[src/rtl/seq_divider.sv]
// rtl/seq_divider.sv - iterative unsigned restoring divider, one quotient bit per clock, start/done handshake
// Optional early divide-by-zero completion: SEQ_DIVIDER_DIV_ZERO_EN
module seq_divider #(
    parameter int WIDTH = 8
) (
    input  logic             clk,
    input  logic             rst_n,
    input  logic             start,
    input  logic [WIDTH-1:0] dividend,
    input  logic [WIDTH-1:0] divisor,
    output logic             busy,
    output logic             done,
    output logic [WIDTH-1:0] quotient,
    output logic [WIDTH-1:0] remainder,
    output logic             div_by_zero
);

    localparam int CW = (WIDTH > 2) ? $clog2(WIDTH) : 1;
    localparam logic [CW-1:0] LAST_STEP = CW'(WIDTH - 1);

    typedef enum logic [1:0] {
        S_IDLE,
        S_CALC,
        S_DONE
    } state_t;

    state_t           state_q, state_d;
    logic [CW-1:0]    count_q, count_d;
    logic [WIDTH:0]   prem_q, prem_d;
    logic [WIDTH-1:0] work_q, work_d;
    logic [WIDTH-1:0] dsor_q, dsor_d;
    logic [WIDTH-1:0] quo_q, quo_d;
    logic [WIDTH-1:0] rem_q, rem_d;
    logic             busy_q, busy_d;
    logic             done_q, done_d;
    logic             dbz_q, dbz_d;
`ifdef SEQ_DIVIDER_DIV_ZERO_EN
    logic             zero_q, zero_d;
`endif

    // work_q starts as the dividend; its MSB feeds the partial remainder while
    // quotient bits enter at the LSB, so after WIDTH steps it holds the quotient.
    logic [WIDTH+1:0] trial;
    logic [WIDTH:0]   shifted;
    logic             qbit;

    always_comb begin
        trial   = {prem_q, work_q[WIDTH-1]} - {2'b00, dsor_q};
        shifted = {prem_q[WIDTH-1:0], work_q[WIDTH-1]};
        qbit    = ~trial[WIDTH+1];

        state_d = state_q;
        count_d = count_q;
        prem_d  = prem_q;
        work_d  = work_q;
        dsor_d  = dsor_q;
        quo_d   = quo_q;
        rem_d   = rem_q;
        busy_d  = busy_q;
        done_d  = 1'b0;
        dbz_d   = dbz_q;
`ifdef SEQ_DIVIDER_DIV_ZERO_EN
        zero_d  = zero_q;
`endif

        case (state_q)
            S_IDLE, S_DONE: begin
                busy_d  = 1'b0;
                state_d = S_IDLE;
                if (start) begin
                    state_d = S_CALC;
                    busy_d  = 1'b1;
                    count_d = '0;
                    prem_d  = '0;
                    work_d  = dividend;
                    dsor_d  = divisor;
`ifdef SEQ_DIVIDER_DIV_ZERO_EN
                    zero_d  = (divisor == '0);
`endif
                end
            end
            S_CALC: begin
`ifdef SEQ_DIVIDER_DIV_ZERO_EN
                if (zero_q) begin
                    quo_d   = '1;
                    rem_d   = work_q;
                    dbz_d   = 1'b1;
                    state_d = S_DONE;
                    busy_d  = 1'b0;
                    done_d  = 1'b1;
                end else
`endif
                begin
                    prem_d  = qbit ? trial[WIDTH:0] : shifted;
                    work_d  = {work_q[WIDTH-2:0], qbit};
                    count_d = count_q + 1'b1;
                    if (count_q == LAST_STEP) begin
                        quo_d   = {work_q[WIDTH-2:0], qbit};
                        rem_d   = qbit ? trial[WIDTH-1:0] : shifted[WIDTH-1:0];
                        dbz_d   = 1'b0;
                        state_d = S_DONE;
                        busy_d  = 1'b0;
                        done_d  = 1'b1;
                    end
                end
            end
            default: begin
                state_d = S_IDLE;
                busy_d  = 1'b0;
            end
        endcase
    end

    always_ff @(posedge clk or negedge rst_n) begin
        if (!rst_n) begin
            state_q <= S_IDLE;
            count_q <= '0;
            prem_q  <= '0;
            work_q  <= '0;
            dsor_q  <= '0;
            quo_q   <= '0;
            rem_q   <= '0;
            busy_q  <= 1'b0;
            done_q  <= 1'b0;
            dbz_q   <= 1'b0;
`ifdef SEQ_DIVIDER_DIV_ZERO_EN
            zero_q  <= 1'b0;
`endif
        end else begin
            state_q <= state_d;
            count_q <= count_d;
            prem_q  <= prem_d;
            work_q  <= work_d;
            dsor_q  <= dsor_d;
            quo_q   <= quo_d;
            rem_q   <= rem_d;
            busy_q  <= busy_d;
            done_q  <= done_d;
            dbz_q   <= dbz_d;
`ifdef SEQ_DIVIDER_DIV_ZERO_EN
            zero_q  <= zero_d;
`endif
        end
    end

    assign busy        = busy_q;
    assign done        = done_q;
    assign quotient    = quo_q;
    assign remainder   = rem_q;
    assign div_by_zero = dbz_q;

endmodule
[config.mk]
export PLATFORM = sky130hd
export DESIGN_NAME = seq_divider
export DESIGN_NICKNAME = d
export VERILOG_FILES = /design/src/rtl/seq_divider.sv
export SDC_FILE = /design/constraint.sdc
export NUM_CORES = 1
export LEC_CHECK = 0
export ABC_AREA = 1
export CAP_MARGIN = 20
export CELL_PAD_IN_SITES_DETAIL_PLACEMENT = 0
export CELL_PAD_IN_SITES_GLOBAL_PLACEMENT = 1
export CORE_AREA = 4 4 82 84
export DETAILED_ROUTE_END_ITERATION = 10
export DIE_AREA = 0 0 86 88
export GPL_ROUTABILITY_DRIVEN = 0
export GPL_TIMING_DRIVEN = 0
export PLACE_DENSITY = 0.81
export SLEW_MARGIN = 20
export SYNTH_ARGS = -nofsm -noshare
export SYNTH_HDL_FRONTEND = slang
export SYNTH_SLANG_ARGS = --single-unit
[constraint.sdc]
create_clock -name clk -period 4.1 [get_ports clk]
set_input_delay 0.82 -clock clk [delete_from_list [all_inputs] [get_ports clk]]
set_output_delay 0.82 -clock clk [all_outputs]
set_load 0.03 [all_outputs]
Word-level counts from Yosys, hierarchy flattened
Cells that the tools add are included.
{"block": "word_totals", "reg_bits": 48, "out_inout_bits": 19, "elab_cells": 39}
{"block": "classes", "addsub": 2, "eq_ne": 5, "n_mux": 16, "bitwise": 1, "reduce_logical": 6}
{"cell": "$mux 9", "n": 2}
{"cell": "$pmux 9 s2", "n": 1}
{"cell": "$mux 8", "n": 2}
{"cell": "$pmux 8 s2", "n": 1}
{"cell": "$sub 10x8->10", "n": 1}
{"cell": "$pmux 3 s2", "n": 1}
{"cell": "$reduce_and 2->1", "n": 3}
{"cell": "$mux 1", "n": 5}
{"cell": "$ne 2x2->1 const B", "n": 2}
{"cell": "$pmux 2 s2", "n": 1}
{"cell": "$add 3x1->3 const B", "n": 1}
{"cell": "$eq 3x3->1 const B", "n": 1}
{"cell": "$mux 3", "n": 1}
{"cell": "$eq 2x1->1 const B", "n": 1}
{"cell": "$eq 2x2->1 const B", "n": 1}
{"cell": "$logic_not 2->1", "n": 1}
{"cell": "$mux 2", "n": 1}
{"cell": "$pmux 1 s2", "n": 1}
{"cell": "$reduce_bool 2->1", "n": 1}
{"cell": "$reduce_or 2->1", "n": 1}
{"cell": "$not 1->1", "n": 1}

Logic depth before layout (Yosys ltp)
Gate-level depths: netlist (run 1).
{"block": "logic_depth", "word_depth": 4, "mapped_depth": 14, "depth_no_buf": 14}

Worst setup path before layout (run 1)
Ideal clock, no wire load.
{"block": "synth_timing", "path_kind": "register to register", "start": "reg work_q[7]", "end": "reg prem_q[4]", "arrival_time_ns": 1.652, "path_slack_ns": 2.331, "stages_incl_launch_ff": 12, "n_path_buf": 0, "synth_period_minus_slack_ns": 1.769, "path_cell_list": "dfrtp_1 > inv_1 > ha_1 > inv_1 > fa_1 > nand2_1 > nand3_1 > nand2_1 > xor2_1 > nand2_4 > nand3_1 > nand2_1"}
{"block": "synth_via", "elab_chain_cells": 3}
{"element": "start, declared", "line_no": "30", "text": "logic [WIDTH-1:0] work_q, work_d;"}
{"element": "start signal, assigned", "line_no": "133", "text": "work_q <= work_d;"}
{"element": "$sub 10x8->10", "line_no": "48", "text": "trial = {prem_q, work_q[WIDTH-1]} - {2'b00, dsor_q};"}
{"element": "$mux 9", "line_no": "94", "text": "prem_d = qbit ? trial[WIDTH:0] : shifted;"}
{"element": "$pmux 9 s2", "line_no": "66", "text": "case (state_q)"}
{"element": "end signal, assigned", "line_no": "132", "text": "prem_q <= prem_d;"}
{"element": "end, declared", "line_no": "29", "text": "logic [WIDTH:0] prem_q, prem_d;"}
No other way between the ends.
A chain may end at the register's enable or synchronous reset.

Worst setup path after layout (run 1)
{"block": "layout_timing", "start": "reg quo_q[7], in the netlist quotient[7]", "end": "out quotient[7]"}
{"element": "start, declared", "line_no": "32", "text": "logic [WIDTH-1:0] quo_q, quo_d;"}
{"element": "start signal, assigned", "line_no": "135", "text": "quo_q <= quo_d;"}
{"element": "end, declared", "line_no": "13", "text": "output logic [WIDTH-1:0] quotient,"}
No word-level cell between the ends.

==> impl_metrics.yaml, run 1 <==
status:
  status: "finished, final reports clean"
critical_path:
  r2r-start: "prem_q[3]$_DFFE_PN0P_"
  cp_max_fo: 2
  arrival_ns: 1.34
  critPathMaxStageDelay_ns: 0.68
  worst_path_max_delay_cell: "clkdlybuf4s50_1"
  crit_type: "reg2out"
  crit_chain: "clkdlybuf4s50_1"
  reg2reg_to: "remainder[5]$_DFFE_PN0P_"
  critical_path_buf_inv_count: 1
  endpoint_kind: "output port"
  r2r_cells: 11
  cp-startpoint: "quotient[7]$_DFFE_PN0P_"
  r2r_slack_ns: 2.07
  cp_top_family: "buffers and inverters"
  required_ns: 3.28
  critPathLaunchType: "register"
route:
  drt_iter0_markers: 118
  ant_nets: 0
  vias_per_cell: 4.83
  m1WireLength_um: 2820
  vias: 2068
  wl_met2_um: 2640
  dr.max_layer_used: "met4"
  met3_length_um: 208
  dr.pass1.iters: 4
  route.detailed.drc: 0
  wirelength_um: 5730
  routedWlPerCell_um: 13.4
logic_synthesis:
  syn-mean-instance-area_um2: 8.43
  synth_top_area_cell: "dfrtp_1"
  yosysSeqAreaShare_pct: 46.3
  synth_most_common_cell: "nand2_1"
  synthCells: 308
  synth_cell_type_count: 35
  synthesis.area_um2: 2600
  synth_ff_type: "dfrtp_1"
  synth_common_cells: "nand2_1, dfrtp_1, inv_1"
  synth-simple-area-share_pct: 31.3
  synthMuxAreaShare_pct: 0.434
  synth-edff-count: 0
  synth_top_family_by_area: "simple AND/OR/NAND/NOR gates"
  synth_compound_area_share_pct: 7.33
  synth_xor_area_share_pct: 1.01
  synth-seq-cells: 48
  synthTopCellsByArea: "dfrtp_1, nand2_1, nand3_1"
  synthArstFlopShare_pct: 100
  ys_warn_count: 0
  synth_top_area_share_pct: 46.3
  synthAdderAreaFrac_pct: 5.59
  syn_nets: 338
clocking:
  clk_latency_ns: 0.30
  cts_setup_buffers: 0
  cts_buffers: 5
  cts_root_buf: "clkbuf_8"
  cts.htree.levels: 2
  cts_tree: "yes"
  clkTransAtPathRegs_ns: 0.09
  cts_hold_buf: 0
  postCtsResizedCells: 0
  clock_sinks: 48
  cts_max_path_buffers: 2
timing:
  worst_pin_slew_ns: 0.513
  rsz0062_at_grt: "no"
  worst_slack_ns: 1.94
  finalHoldViolCount: 0
  drv_slew: 0
  fin_crit_sh_pct: 52.8
  tns_ns: 0
  min_period_ns: 2.16
  timing.hold.ws_ns: 0.458
  timing.fmax_ghz: 0.462
  relSlewSlack_pct: 65.8
  fin_skew_ns: 0.00620
  setup_viol: 0
cells_and_area:
  syn_to_final_growth_pct: 22.7
  antenna_cells: 0
  drive_gt1_share_pct: 11.9
  instances_no_fill: 428
  fillers: 587
  final_util_pct: 53.8
  fin_nets: 382
  fin_area_um2: 3190
grt:
  grt_pass1_vias: 1999
  grt_pass1_wl_um: 9740
  gr-total-overflow: 0
  grt_max_degree: 32
  antenna_found_initial: 0
  grt_usage_pct: 16.6
placed_design:
  port_buffers: 36
  placedCellCount: 420
  place_ws_ns: 1.75
  dpl.hpwl_um: 4310
  place_area_um2: 3070
power:
  p_leak_nw: 1.64
  power.density_nw_per_um2: 992
  ir_drop_uv: 418
  finalPower_mw: 3.16
job:
  cap_viol_max_count: 0
floorplanning:
  core_um2: 5920
  die_area_um2: 7570
  fp-row-count: 28
  die_h_um: 88
  die_w_um: 86
  io_pins: 38
  initial_core_util_pct: 43.9
hold_path:
  hold_class: "in2async"
==> power breakdown <==
group | switching [mW] | internal, mW | total [mW]
combinational | 1.26 | 0.715 | 1.97
clock | 0.162 | 0.200 | 0.361
sequential | 0.118 | 0.709 | 0.827
==> per-layer routing <==
metal / vias to the layer above / global-route usage, %
li1: 1075 / -
met1: 951 / 23.4
met2: 37 / 26.2
met3: 5 / 3.48
met4: 0 / 4.03
met5: - / 0
==> cells by family (layout without fill, tap and decap cells) <==
logic type	Yosys count	after routing
other	1	1
AND/OR/NAND/NOR	161	161
buffers and inverters	52	97
multiplexers	1	1
adder cells (fa/ha/maj)	11	11
XOR/XNOR	3	3
flip-flops	48	48
AO/OA/AOI/OAI	31	31
==> state kept, by name, indices dropped and copies added, names as in the netlist <==
| register | count |
|---|---|
| busy | 1 |
| count_q | 3 |
| done | 1 |
| dsor_q | 8 |
| prem_q | 9 |
| quotient | 8 |
| remainder | 8 |
| state_q | 2 |
| work_q | 8 |
==> cell usage in the layout (no fill, tap or decap), types with 2 or more instances in the layout <==
master           Yosys  final
dfrtp_1             48     48
nor2_4               2      2
nor2_1              15     15
nand2_4              7      7
buf_2                5      6
nand3_1             33     33
nand2_2              7      7
clkbuf_1             3      3
a221oi_1             5      5
o21ai_0              5      5
clkbuf_8             0      6
nand4_1              2      2
inv_1               39     39
inv_2                3      3
nand2_1             81     81
clkdlybuf4s50_1      0     35
o21ai_1              5      5
a22o_1               2      2
o22ai_1              2      2
ha_1                10     10
a21oi_1             10     10
xor2_1               2      2
nor3_1               5      5
nand3b_1             4      4
==> worst max-delay path by stage <==
stage / to / slack, ns / cells after the start
after CTS: quotient[5] / 1.92 / 1
final: quotient[7] / 1.94 / 1
after global routing: quotient[7] / 1.86 / 1
after global placement: quotient[6]$_DFFE_PN0P_ / 0.82 / 1
after floorplan: prem_q[4]$_DFFE_PN0P_ / 2.33 / 11
after detailed placement: work_q[5]$_DFFE_PN0P_ / 1.75 / 5
==> area by class of cell <==
cell class / instances / area (µm²) / share of cell area (%)
timing repair buffer: 37 / 375 / 11.8
clock buffer: 6 / 82.6 / 2.59
inverter: 43 / 161 / 5.06
buffer: 9 / 43.8 / 1.37
clock inverter: 2 / 38.8 / 1.22
multi-input combinational: 208 / 1190 / 37.3
sequential: 48 / 1200 / 37.7
tap: 75 / 93.8 / 2.94
Power figures use the tool's default switching activity.
==> inputs of run 2 (changes only) <==
- CORE_AREA: 4 4 82 84 -> 4 4 89 91
- DIE_AREA: 0 0 86 88 -> 0 0 93 95
- PLACE_DENSITY: 0.81 -> 0.72
- clock period: 4.1 -> 1.9 ns (I/O delays scaled with it)
==> run 2 against run 1 <==
Compared with the run above: worst setup slack got worse by 1.8 ns; critical path depth is 8 higher; critical path type is now reg2reg; design area up 10%.
==> impl_metrics.yaml, run 2 (synthesis results as in run 1) <==
critical_path:
  r2r_slack_ns: 0.10
  crit_type: "reg2reg"
  cp_max_fo: 6
  endpoint_kind: "register"
  reg2reg_to: "remainder[5]$_DFFE_PN0P_"
  r2r-start: "prem_q[0]$_DFFE_PN0P_"
  r2r_cells: 9
  arrival_ns: 2.00
  critPathLaunchType: "register"
  required_ns: 2.10
floorplanning:
  initial_core_util_pct: 36.4
  core_um2: 7140
  die_h_um: 95
  die_w_um: 93
  die_area_um2: 8840
  fp-row-count: 31
  io_pins: 38
clocking:
  cts_root_buf: "clkbuf_8"
  clkTransAtPathRegs_ns: 0.10
  cts.htree.levels: 2
  clock_sinks: 48
  cts_max_path_buffers: 2
  cts_buffers: 5
  cts_hold_buf: 0
  clk_latency_ns: 0.31
  cts_tree: "yes"
route:
  vias: 2106
  routedWlPerCell_um: 13.5
  drt_iter0_markers: 85
  vias_per_cell: 4.54
  dr.pass1.iters: 4
  route.detailed.drc: 0
  wirelength_um: 6260
  ant_nets: 0
cells_and_area:
  antenna_cells: 0
  syn_to_final_growth_pct: 35.3
  final_cell_mix: "nand2_1, dfrtp_1, inv_1, clkdlybuf4s50_1, nand3_1"
  fillers: 733
  drive_gt1_share_pct: 20.8
  largest_reg_flops: 9
  final_util_pct: 49.2
  fin_area_um2: 3510
  multi_input_area_um2: 1380
  instances_no_fill: 464
  final_common_cell: "nand2_1"
  largest_register: "prem_q"
  seq_area_um2: 1200
  fin_nets: 394
placed_design:
  place_area_um2: 3100
  port_buffers: 36
  place_ws_ns: -0.147
  placedCellCount: 444
  dpl.hpwl_um: 4390
timing:
  min_period_ns: 1.80
  drv_slew: 0
  fin_skew_ns: 0.00972
  fin_crit_sh_pct: 94.7
  worst_slack_ns: 0.101
  rsz0062_at_grt: "yes"
  timing.fmax_ghz: 0.556
  finalHoldViolCount: 0
  worst_pin_slew_ns: 0.536
  setup_viol: 0
  relSlewSlack_pct: 64.3
job:
  cap_viol_max_count: 0
grt:
  grt_max_degree: 31
  antenna_found_initial: 0
  grt_pass1_wl_um: 10500
  grt_usage_pct: 15.2
  grt_pass1_vias: 2161
  gr-total-overflow: 0
hold_path:
  hold_class: "in2async"
status:
  status: "finished, final reports clean"
[run 2: worst max-delay path by stage]
stage | from | end | cells after the start
after global routing | prem_q[0]$_DFFE_PN0P_ | remainder[6]$_DFFE_PN0P_ | 9
after floorplan | work_q[7]$_DFFE_PN0P_ | prem_q[4]$_DFFE_PN0P_ | 11
final | prem_q[0]$_DFFE_PN0P_ | remainder[5]$_DFFE_PN0P_ | 9
after global placement | rst_n | quotient[5]$_DFFE_PN0P_ | 1
after CTS | prem_q[5]$_DFFE_PN0P_ | remainder[5]$_DFFE_PN0P_ | 10
after detailed placement | prem_q[5]$_DFFE_PN0P_ | remainder[5]$_DFFE_PN0P_ | 9
[run 2: layout make-up]
class	count	share of cell area [%]
Buffer	9	1.25
Clock buffer	5	1.96
Clock inverter	3	1.96
Inverter	43	4.59
Multi-Input combinational cell	210	39.3
Sequential cell	48	34.2
Tap cell	99	3.53
Timing Repair Buffer	47	13.2
[run 2: critical path, cell delays in order, from the launching register on]
cell	delay, ns
dfrtp_2	0.46
ha_1	0.32
nand2_1	0.08
nor2_2	0.13
nand3_4	0.12
nand4_4	0.12
buf_4	0.17
nand3_1	0.12
nand3_2	0.11
nand2_1	0.05
[run 2: metrics by stage]
stage / setup TNS (ns) / hold WS (ns)
after floorplan: 0 / 0.0844
after global placement: -48.14 / 0.461
after detailed placement: -1.54 / 0.368
after CTS: 0 / 0.0239
after global routing: -0.172 / 0.0370
final: 0 / 0.0121
[run 2: timing repair]
item	in CTS	in global routing
resized for setup	12	20
buffers inserted	2	8
endpoints found under the setup margin	18	19
pin swaps	3	12
gates cloned	2	0
[run 2: per-layer routing]
layer | track usage, % | part of all wire, %
met2 | 23.3 | 46
met1 | 21.6 | 50
met5 | 0 | 0
met4 | 4.64 | 0.91
met3 | 3.11 | 3.3
Power of run 2 is left out: the tool's default activity adds up to more than one toggle a clock period on the data nets, which glitch-free logic cannot reach.
==> inputs of run 3 (changes only) <==
- TNS_END_PERCENT: unset -> 100
==> results of run 3 <==
No change in the layout: final DEF, timing and power equal those of run 2.
Power of run 3 is left out for the same reason.
